===== src/rtl/sdram_rw_arbiter_rr.sv =====
// sdram_rw_arbiter_rr: round-robin arbiter that lets NUM_RD read and NUM_WR write requesters share one burst-oriented SDRAM core.
// Latency: a request seen at edge 0 drives oMem_Req from edge 1. The port's done pulse follows one cycle after the core's done. The next grant is possible two cycles after that.
// Backpressure: requests are levels held until done. One burst is in flight at a time, and ISSUE waits for the core (or for the watchdog when ARB_TIMEOUT_EN is defined).
//
// Ports:
//   clk, rst (sync, active-high), en (grant enable), iRestrict/iRestrict_Mask (eligibility filter)
//   iRd_Req/iRd_Addr -> oRd_Done/oRd_Data    : read requesters, combined index k = 0..NUM_RD-1
//   iWr_Req/iWr_Addr/iWr_Data -> oWr_Done    : write requesters, combined index k = NUM_RD..NUM_RD+NUM_WR-1
//   oMem_Req/oMem_Addr/oMem_WrData, iMem_RdData/iMem_Done : SDRAM core request/done interface
//   oTimeout : watchdog abort pulse, present only with the ARB_TIMEOUT_EN macro (otherwise tied 0)
module sdram_rw_arbiter_rr #(
  parameter int NUM_RD      = 2,
  parameter int NUM_WR      = 3,
  parameter int ADDR_W      = 24,
  parameter int DATA_W      = 16,
  parameter int BURST       = 4,
  parameter int TIMEOUT_CYC = 1023
) (
  input  logic                           clk,
  input  logic                           rst,
  input  logic                           en,
  input  logic                           iRestrict,
  input  logic [NUM_RD+NUM_WR-1:0]       iRestrict_Mask,
  input  logic [NUM_RD-1:0]              iRd_Req,
  input  logic [NUM_RD*ADDR_W-1:0]       iRd_Addr,
  output logic [NUM_RD-1:0]              oRd_Done,
  output logic [NUM_RD*BURST*DATA_W-1:0] oRd_Data,
  input  logic [NUM_WR-1:0]              iWr_Req,
  input  logic [NUM_WR*ADDR_W-1:0]       iWr_Addr,
  input  logic [NUM_WR*BURST*DATA_W-1:0] iWr_Data,
  output logic [NUM_WR-1:0]              oWr_Done,
  output logic [1:0]                     oMem_Req,
  output logic [ADDR_W-1:0]              oMem_Addr,
  output logic [BURST*DATA_W-1:0]        oMem_WrData,
  input  logic [BURST*DATA_W-1:0]        iMem_RdData,
  input  logic [1:0]                     iMem_Done,
  output logic                           oTimeout
);

  localparam int NP    = NUM_RD + NUM_WR;
  localparam int IDX_W = (NP > 1) ? $clog2(NP) : 1;
  localparam int BW    = BURST * DATA_W;
  localparam logic [IDX_W:0] NP_W = (IDX_W+1)'(NP);

  typedef enum logic [1:0] {IDLE, ISSUE, PULSE} state_e;

  state_e                   state_q, state_d;
  logic [IDX_W-1:0]         g_q, g_d;
  logic [IDX_W-1:0]         rr_ptr_q, rr_ptr_d;
  logic [1:0]               mem_req_q, mem_req_d;
  logic [ADDR_W-1:0]        mem_addr_q, mem_addr_d;
  logic [BW-1:0]            mem_wrdata_q, mem_wrdata_d;
  logic [NUM_RD*BW-1:0]     rd_data_q, rd_data_d;
  logic [NUM_RD-1:0]        rd_done_q, rd_done_d;
  logic [NUM_WR-1:0]        wr_done_q, wr_done_d;

  // ---------------------------------------------------------------------------
  // Round-robin pick. The eligible vector is doubled and rotated right by
  // rr_ptr, so the lowest set bit is the first requester at or after rr_ptr.
  // The offset is then mapped back to the combined index, modulo NP.
  // ---------------------------------------------------------------------------
  logic [NP-1:0]    eligible;
  logic [2*NP-1:0]  rot;
  logic             grant_vld;
  logic [IDX_W-1:0] off;
  logic [IDX_W:0]   sum;
  logic [IDX_W-1:0] grant_idx;

  always_comb begin
    eligible  = {iWr_Req, iRd_Req} & (iRestrict ? iRestrict_Mask : {NP{1'b1}});
    rot       = {eligible, eligible} >> rr_ptr_q;
    grant_vld = 1'b0;
    off       = '0;
    // Descending scan: the last hit, which is the lowest offset, wins.
    for (int i = NP - 1; i >= 0; i--) begin
      if (rot[i]) begin
        grant_vld = 1'b1;
        off       = IDX_W'(i);
      end
    end
    sum = {1'b0, rr_ptr_q} + {1'b0, off};
    if (sum >= NP_W) begin
      sum = sum - NP_W;
    end
    grant_idx = sum[IDX_W-1:0];
  end

  // Address and write data of the port that would be granted this cycle.
  logic             sel_is_wr;
  logic [ADDR_W-1:0] sel_addr;
  logic [BW-1:0]    sel_wdata;

  always_comb begin
    sel_is_wr = (grant_idx >= IDX_W'(NUM_RD));
    sel_addr  = '0;
    sel_wdata = '0;
    for (int r = 0; r < NUM_RD; r++) begin
      if (grant_idx == IDX_W'(r)) begin
        sel_addr = iRd_Addr[r*ADDR_W +: ADDR_W];
      end
    end
    for (int w = 0; w < NUM_WR; w++) begin
      if (grant_idx == IDX_W'(NUM_RD + w)) begin
        sel_addr  = iWr_Addr[w*ADDR_W +: ADDR_W];
        sel_wdata = iWr_Data[w*BW +: BW];
      end
    end
  end

  // ---------------------------------------------------------------------------
  // Completion detection. Only the iMem_Done bit that matches the outstanding
  // request type counts. The watchdog abort ends ISSUE the same way, but it
  // leaves the read data untouched.
  // ---------------------------------------------------------------------------
  logic done_hit;
  logic abort;

`ifdef ARB_TIMEOUT_EN
  localparam int CNT_W = (TIMEOUT_CYC > 1) ? $clog2(TIMEOUT_CYC) : 1;
  logic [CNT_W-1:0] cnt_q, cnt_d;
  logic             tmo_q, tmo_d;
`endif

  always_comb begin
    done_hit = (state_q == ISSUE) && ((mem_req_q & iMem_Done) != 2'b00);
`ifdef ARB_TIMEOUT_EN
    // cnt_q counts completed ISSUE cycles. The abort fires on the
    // TIMEOUT_CYC-th cycle spent in ISSUE without a matching done.
    abort = (state_q == ISSUE) && !done_hit && (cnt_q == CNT_W'(TIMEOUT_CYC - 1));
`else
    abort = 1'b0;
`endif
  end

  // ---------------------------------------------------------------------------
  // FSM next state and outputs
  // ---------------------------------------------------------------------------
  always_comb begin
    state_d      = state_q;
    g_d          = g_q;
    rr_ptr_d     = rr_ptr_q;
    mem_req_d    = mem_req_q;
    mem_addr_d   = mem_addr_q;
    mem_wrdata_d = mem_wrdata_q;
    rd_data_d    = rd_data_q;
    rd_done_d    = rd_done_q;
    wr_done_d    = wr_done_q;
`ifdef ARB_TIMEOUT_EN
    cnt_d        = cnt_q;
    tmo_d        = 1'b0;
`endif

    unique case (state_q)
      IDLE: begin
        if (en && grant_vld) begin
          g_d          = grant_idx;
          mem_req_d    = sel_is_wr ? 2'b10 : 2'b01;
          mem_addr_d   = sel_addr;
          mem_wrdata_d = sel_wdata;
          state_d      = ISSUE;
`ifdef ARB_TIMEOUT_EN
          cnt_d        = '0;
`endif
        end
      end

      ISSUE: begin
        if (done_hit || abort) begin
          mem_req_d = 2'b00;
          for (int r = 0; r < NUM_RD; r++) begin
            if (g_q == IDX_W'(r)) begin
              rd_done_d[r] = 1'b1;
              if (done_hit) begin
                rd_data_d[r*BW +: BW] = iMem_RdData;
              end
            end
          end
          for (int w = 0; w < NUM_WR; w++) begin
            if (g_q == IDX_W'(NUM_RD + w)) begin
              wr_done_d[w] = 1'b1;
            end
          end
`ifdef ARB_TIMEOUT_EN
          tmo_d = abort;
`endif
          state_d = PULSE;
        end else begin
`ifdef ARB_TIMEOUT_EN
          cnt_d = cnt_q + CNT_W'(1);
`endif
        end
      end

      PULSE: begin
        rd_done_d = '0;
        wr_done_d = '0;
        rr_ptr_d  = (g_q == IDX_W'(NP - 1)) ? '0 : g_q + IDX_W'(1);
        state_d   = IDLE;
      end

      default: state_d = IDLE;
    endcase
  end

  always_ff @(posedge clk) begin
    if (rst) begin
      state_q      <= IDLE;
      g_q          <= '0;
      rr_ptr_q     <= '0;
      mem_req_q    <= 2'b00;
      mem_addr_q   <= '0;
      mem_wrdata_q <= '0;
      rd_data_q    <= '0;
      rd_done_q    <= '0;
      wr_done_q    <= '0;
`ifdef ARB_TIMEOUT_EN
      cnt_q        <= '0;
      tmo_q        <= 1'b0;
`endif
    end else begin
      state_q      <= state_d;
      g_q          <= g_d;
      rr_ptr_q     <= rr_ptr_d;
      mem_req_q    <= mem_req_d;
      mem_addr_q   <= mem_addr_d;
      mem_wrdata_q <= mem_wrdata_d;
      rd_data_q    <= rd_data_d;
      rd_done_q    <= rd_done_d;
      wr_done_q    <= wr_done_d;
`ifdef ARB_TIMEOUT_EN
      cnt_q        <= cnt_d;
      tmo_q        <= tmo_d;
`endif
    end
  end

  assign oMem_Req    = mem_req_q;
  assign oMem_Addr   = mem_addr_q;
  assign oMem_WrData = mem_wrdata_q;
  assign oRd_Data    = rd_data_q;
  assign oRd_Done    = rd_done_q;
  assign oWr_Done    = wr_done_q;

`ifdef ARB_TIMEOUT_EN
  assign oTimeout = tmo_q;
`else
  // Without the watchdog the limit has no effect, so the output is constant low.
  assign oTimeout = 1'b0 & (TIMEOUT_CYC < 0);
`endif

endmodule


===== config.mk =====
export PLATFORM = sky130hd
export DESIGN_NAME = sdram_rw_arbiter_rr
export DESIGN_NICKNAME = d
export VERILOG_FILES = /design/src/rtl/sdram_rw_arbiter_rr.sv
export SDC_FILE = /design/constraint.sdc
export NUM_CORES = 1
export LEC_CHECK = 0
export ABC_AREA = 0
export CAP_MARGIN = 30
export CELL_PAD_IN_SITES_DETAIL_PLACEMENT = 1
export CELL_PAD_IN_SITES_GLOBAL_PLACEMENT = 1
export CORE_AREA = 2 2 242 244
export CTS_CLUSTER_DIAMETER = 60
export DETAILED_ROUTE_END_ITERATION = 12
export DIE_AREA = 0 0 244 246
export PLACE_DENSITY_LB_ADDON = 0.3
export SLEW_MARGIN = 10
export SYNTH_ARGS = -nofsm -noshare
export SYNTH_HDL_FRONTEND = slang
export SYNTH_SLANG_ARGS = --single-unit

===== constraint.sdc =====
create_clock -name clk -period 6.22 [get_ports clk]
set_clock_uncertainty 0.2 [all_clocks]
set_input_delay 1.555 -clock clk [delete_from_list [all_inputs] [get_ports clk]]
set_output_delay 1.555 -clock clk [all_outputs]
set_load 0.03 [all_outputs]

==> impl_metrics.py <==
metrics = {
    "clock_tree": {
        "post_cts_resized": 0,
        "cts_hold_buf": 0,
        "cts_tree": "done",
        "h-tree-depth": 2,
        "path_clk_slew_ps": 50,
        "cts.sinks": 231,
        "cts_setup_buffers": 0,
        "clock_path_buffers": 3,
        "cts_made_buffers": 35,
        "root_buffer": "clkbuf_16",
        "clock_latency_ps": 520,
    },
    "cells_and_area": {
        "syn_to_final_growth_pct": 75.2,
        "drive_above_1_share_pct": 8.92,
        "nets": 2419,
        "final_cells": 2809,
    },
    "global_routing": {
        "first_global_vias": 13800,
        "antenna_found_initial": 6,
        "grt_pass1_wl_mm": 84.9,
        "grt_start_max_net_pins": 151,
        "overflow": 0,
        "grt_use_total_pct": 18.4,
    },
    "synth": {
        "synthMuxAreaShare_pct": 10.7,
        "synthCells": 1426,
        "yosys-top-cells-area": "dfxtp_1, a21oi_1, nand2_1",
        "synth_compound_area_share_pct": 26.8,
        "synth-edff-count": 0,
        "yosys_warnings": 0,
        "synthXorXnorAreaFrac_pct": 0.154,
        "synth_cell_types": 51,
        "synth_top_area_share_pct": 40.6,
        "synth-simple-area-share_pct": 14.9,
        "synth_top_family_by_area": "compound AO/OA/AOI/OAI gates",
        "synth-seq-cells": 231,
        "syn_area_per_cell_um2": 7.98,
        "syn_nets": 1829,
        "ys_seq_area_share_pct": 40.6,
        "synth.cell_area_um2": 11400,
        "async_reset_ff_share_pct": 0,
        "synth-adder-area-share_pct": 1.28,
        "synth_top_area_cell": "dfxtp_1",
        "synthTopCellsByCount": "a21oi_1, nand2_1, dfxtp_1",
        "synth_ff_type": "dfxtp_1",
        "yosysMostFrequentCell": "a21oi_1",
    },
    "detailed_routing": {
        "drcViolationCount": 0,
        "routed_via_density": 4.66,
        "avgRoutedWirePerCell_um": 20.7,
        "first_pass_iters": 4,
        "num_vias": 13100,
        "drtIter0Drc": 383,
        "antenna_left": 0,
        "drt_wl_total_mm": 58.1,
    },
    "timing": {
        "tightest_slew_ps": 841,
        "slew_headroom_pct": 43.8,
        "finalCritPeriodShare_pct": 95.9,
        "finalCriticalPeriod_ps": 5960,
        "clock.fmax_mhz": 168,
        "final_hold_viol_count": 0,
        "tns_ps": 0,
        "finalSetupViolCount": 0,
        "rsz0062_at_grt": "no",
        "final_max_slew_viol_count": 0,
    },
    "floorplanning": {
        "floorplan.initialDensity_pct": 19.8,
        "io_pins": 616,
        "coreArea_um2": 57400,
        "die-area_um2": 60000,
        "die_x_um": 244,
        "die_h_um": 246,
        "fp-row-count": 88,
    },
    "critical_path": {
        "crit_fanout": 17,
        "worstPathRequired_ps": 6390,
        "path_class": "input port to flop",
        "crit_arrival_ps": 6140,
        "endpoint_kind": "flop",
        "critPathLaunchType": "input port",
    },
    "worst_hold_path": {
        "worstHoldPathType": "flop to flop",
    },
    "run": {
        "cap_violations": 0,
    },
    "power_and_ir_drop": {
        "powerDensity_nw_per_um2": 255,
        "leakage_nw": 6.92,
        "ir_drop_mv": 0.137,
    },
    "place": {
        "placed_cells": 2743,
        "hpwl_mm": 44.4,
        "io_buffers": 614,
        "gp_congestion": 0.874,
    },
    "run_status": {
        "outcome": "completed",
    },
}
## stage by stage
step	hold WS, ps	worst slack (ps)	cell area, um^2	utilization, %	total power [mW]
2_1_floorplan	276	379	11400	-	2.41
3_3_place_gp	241	-166	18700	32.7	3.17
3_5_place_dp	247	-402	18700	32.7	3.19
4_1_cts	255	136	19900	34.7	5.18
5_1_grt	271	1.56	19900	34.7	5.34
6_report	252	255	19900	34.8	5.09
## power breakdown
group | leakage, nW | switching [mW] | internal (mW) | total (mW)
Combinational | 4.47 | 0.797 | 0.732 | 1.53
Sequential | 1.88 | 0.0537 | 1.57 | 1.62
Clock | 0.564 | 0.730 | 1.21 | 1.94
Total | 6.92 | 1.58 | 3.51 | 5.09
## metal layers
layer / GRT usage, % / vias up / routed length (um)
met2: 32.6 / 477 / 29000
met5: 0 / - / 54
met4: 8.36 / 8 / 2450
met1: 20.3 / 6233 / 22300
li1: - / 6277 / -
met3: 5.40 / 91 / 4310
## cells by family after synthesis
group | Yosys count
AOI/OAI and AO/OA | 501
xor gates and xnor gates | 2
adders and majority gates | 11
buffers and inverters | 147
DFF | 231
muxes | 118
other | 1
and+or+nand+nor | 415
## placed cells by master, fill, tap and decap left out, types with 3 or more instances in the layout
cell             instances
ha_1                    10
clkdlybuf4s50_1        613
clkbuf_1                 5
inv_1                   13
clkbuf_8                 8
clkinv_2                 4
nand2_2                  4
a21oi_1                313
mux2i_1                 89
clkinv_4                 3
buf_4                   53
nand2b_1                 7
o21ai_0                  6
mux2_2                  27
a211oi_1               116
dfxtp_1                231
nor2_1                 105
nor2b_1                  7
a221oi_1                48
diode_2                  4
buf_12                  19
nor3b_1                  3
nor3_1                   3
nand2_1                264
clkbuf_16               37
## sequential cells by signal (all words and copies together), names as in the netlist
name,cells
g_q,3
state_q,2
oWr_Done,3
oRd_Done,2
oMem_Addr,24
oRd_Data,128
oMem_Req,2
oMem_WrData,64
rr_ptr_q,3
## cell type report
| type | count | area (um^2) |
|---|---|---|
| clock buffers | 49 | 1040 |
| fillers | 6685 | 37400 |
| multi-input cells | 1048 | 6200 |
| inverters | 13 | 48.8 |
| well taps | 765 | 957 |
| repair buffers | 687 | 6960 |
| flip-flops and latches | 231 | 4620 |
| clock inverters | 12 | 109 |
| diodes | 4 | 10.0 |
## path summary, 6_finish.rpt
path                                  start                         end  slack, ps  cells after the start
setup / recovery                  iRestrict  oMem_Addr[23]$_SDFFE_PP0P_        260                     19
hold / removal    oRd_Data[35]$_SDFFE_PP0P_   oRd_Data[35]$_SDFFE_PP0P_        250                      2
hold reg to reg   oRd_Data[35]$_SDFFE_PP0P_   oRd_Data[35]$_SDFFE_PP0P_        250                      2
setup reg to reg   rr_ptr_q[0]$_SDFFE_PP0N_  oMem_Addr[23]$_SDFFE_PP0P_       1240                     18
## critical path, stage by stage
cell and delay (ps):
clkdlybuf4s50_1 460, nor2b_2 200, o32ai_1 380, nor2_1 150
nor4_2 220, o21ai_0 130, nor2b_1 140, ha_1 220
fa_1 560, inv_1 90, ha_1 220, buf_4 140
nor4_1 350, or2_1 330, a21oi_2 80, buf_12 170
a221oi_1 460, buf_4 190, a211oi_1 60
(Power assumes the default switching activity.)
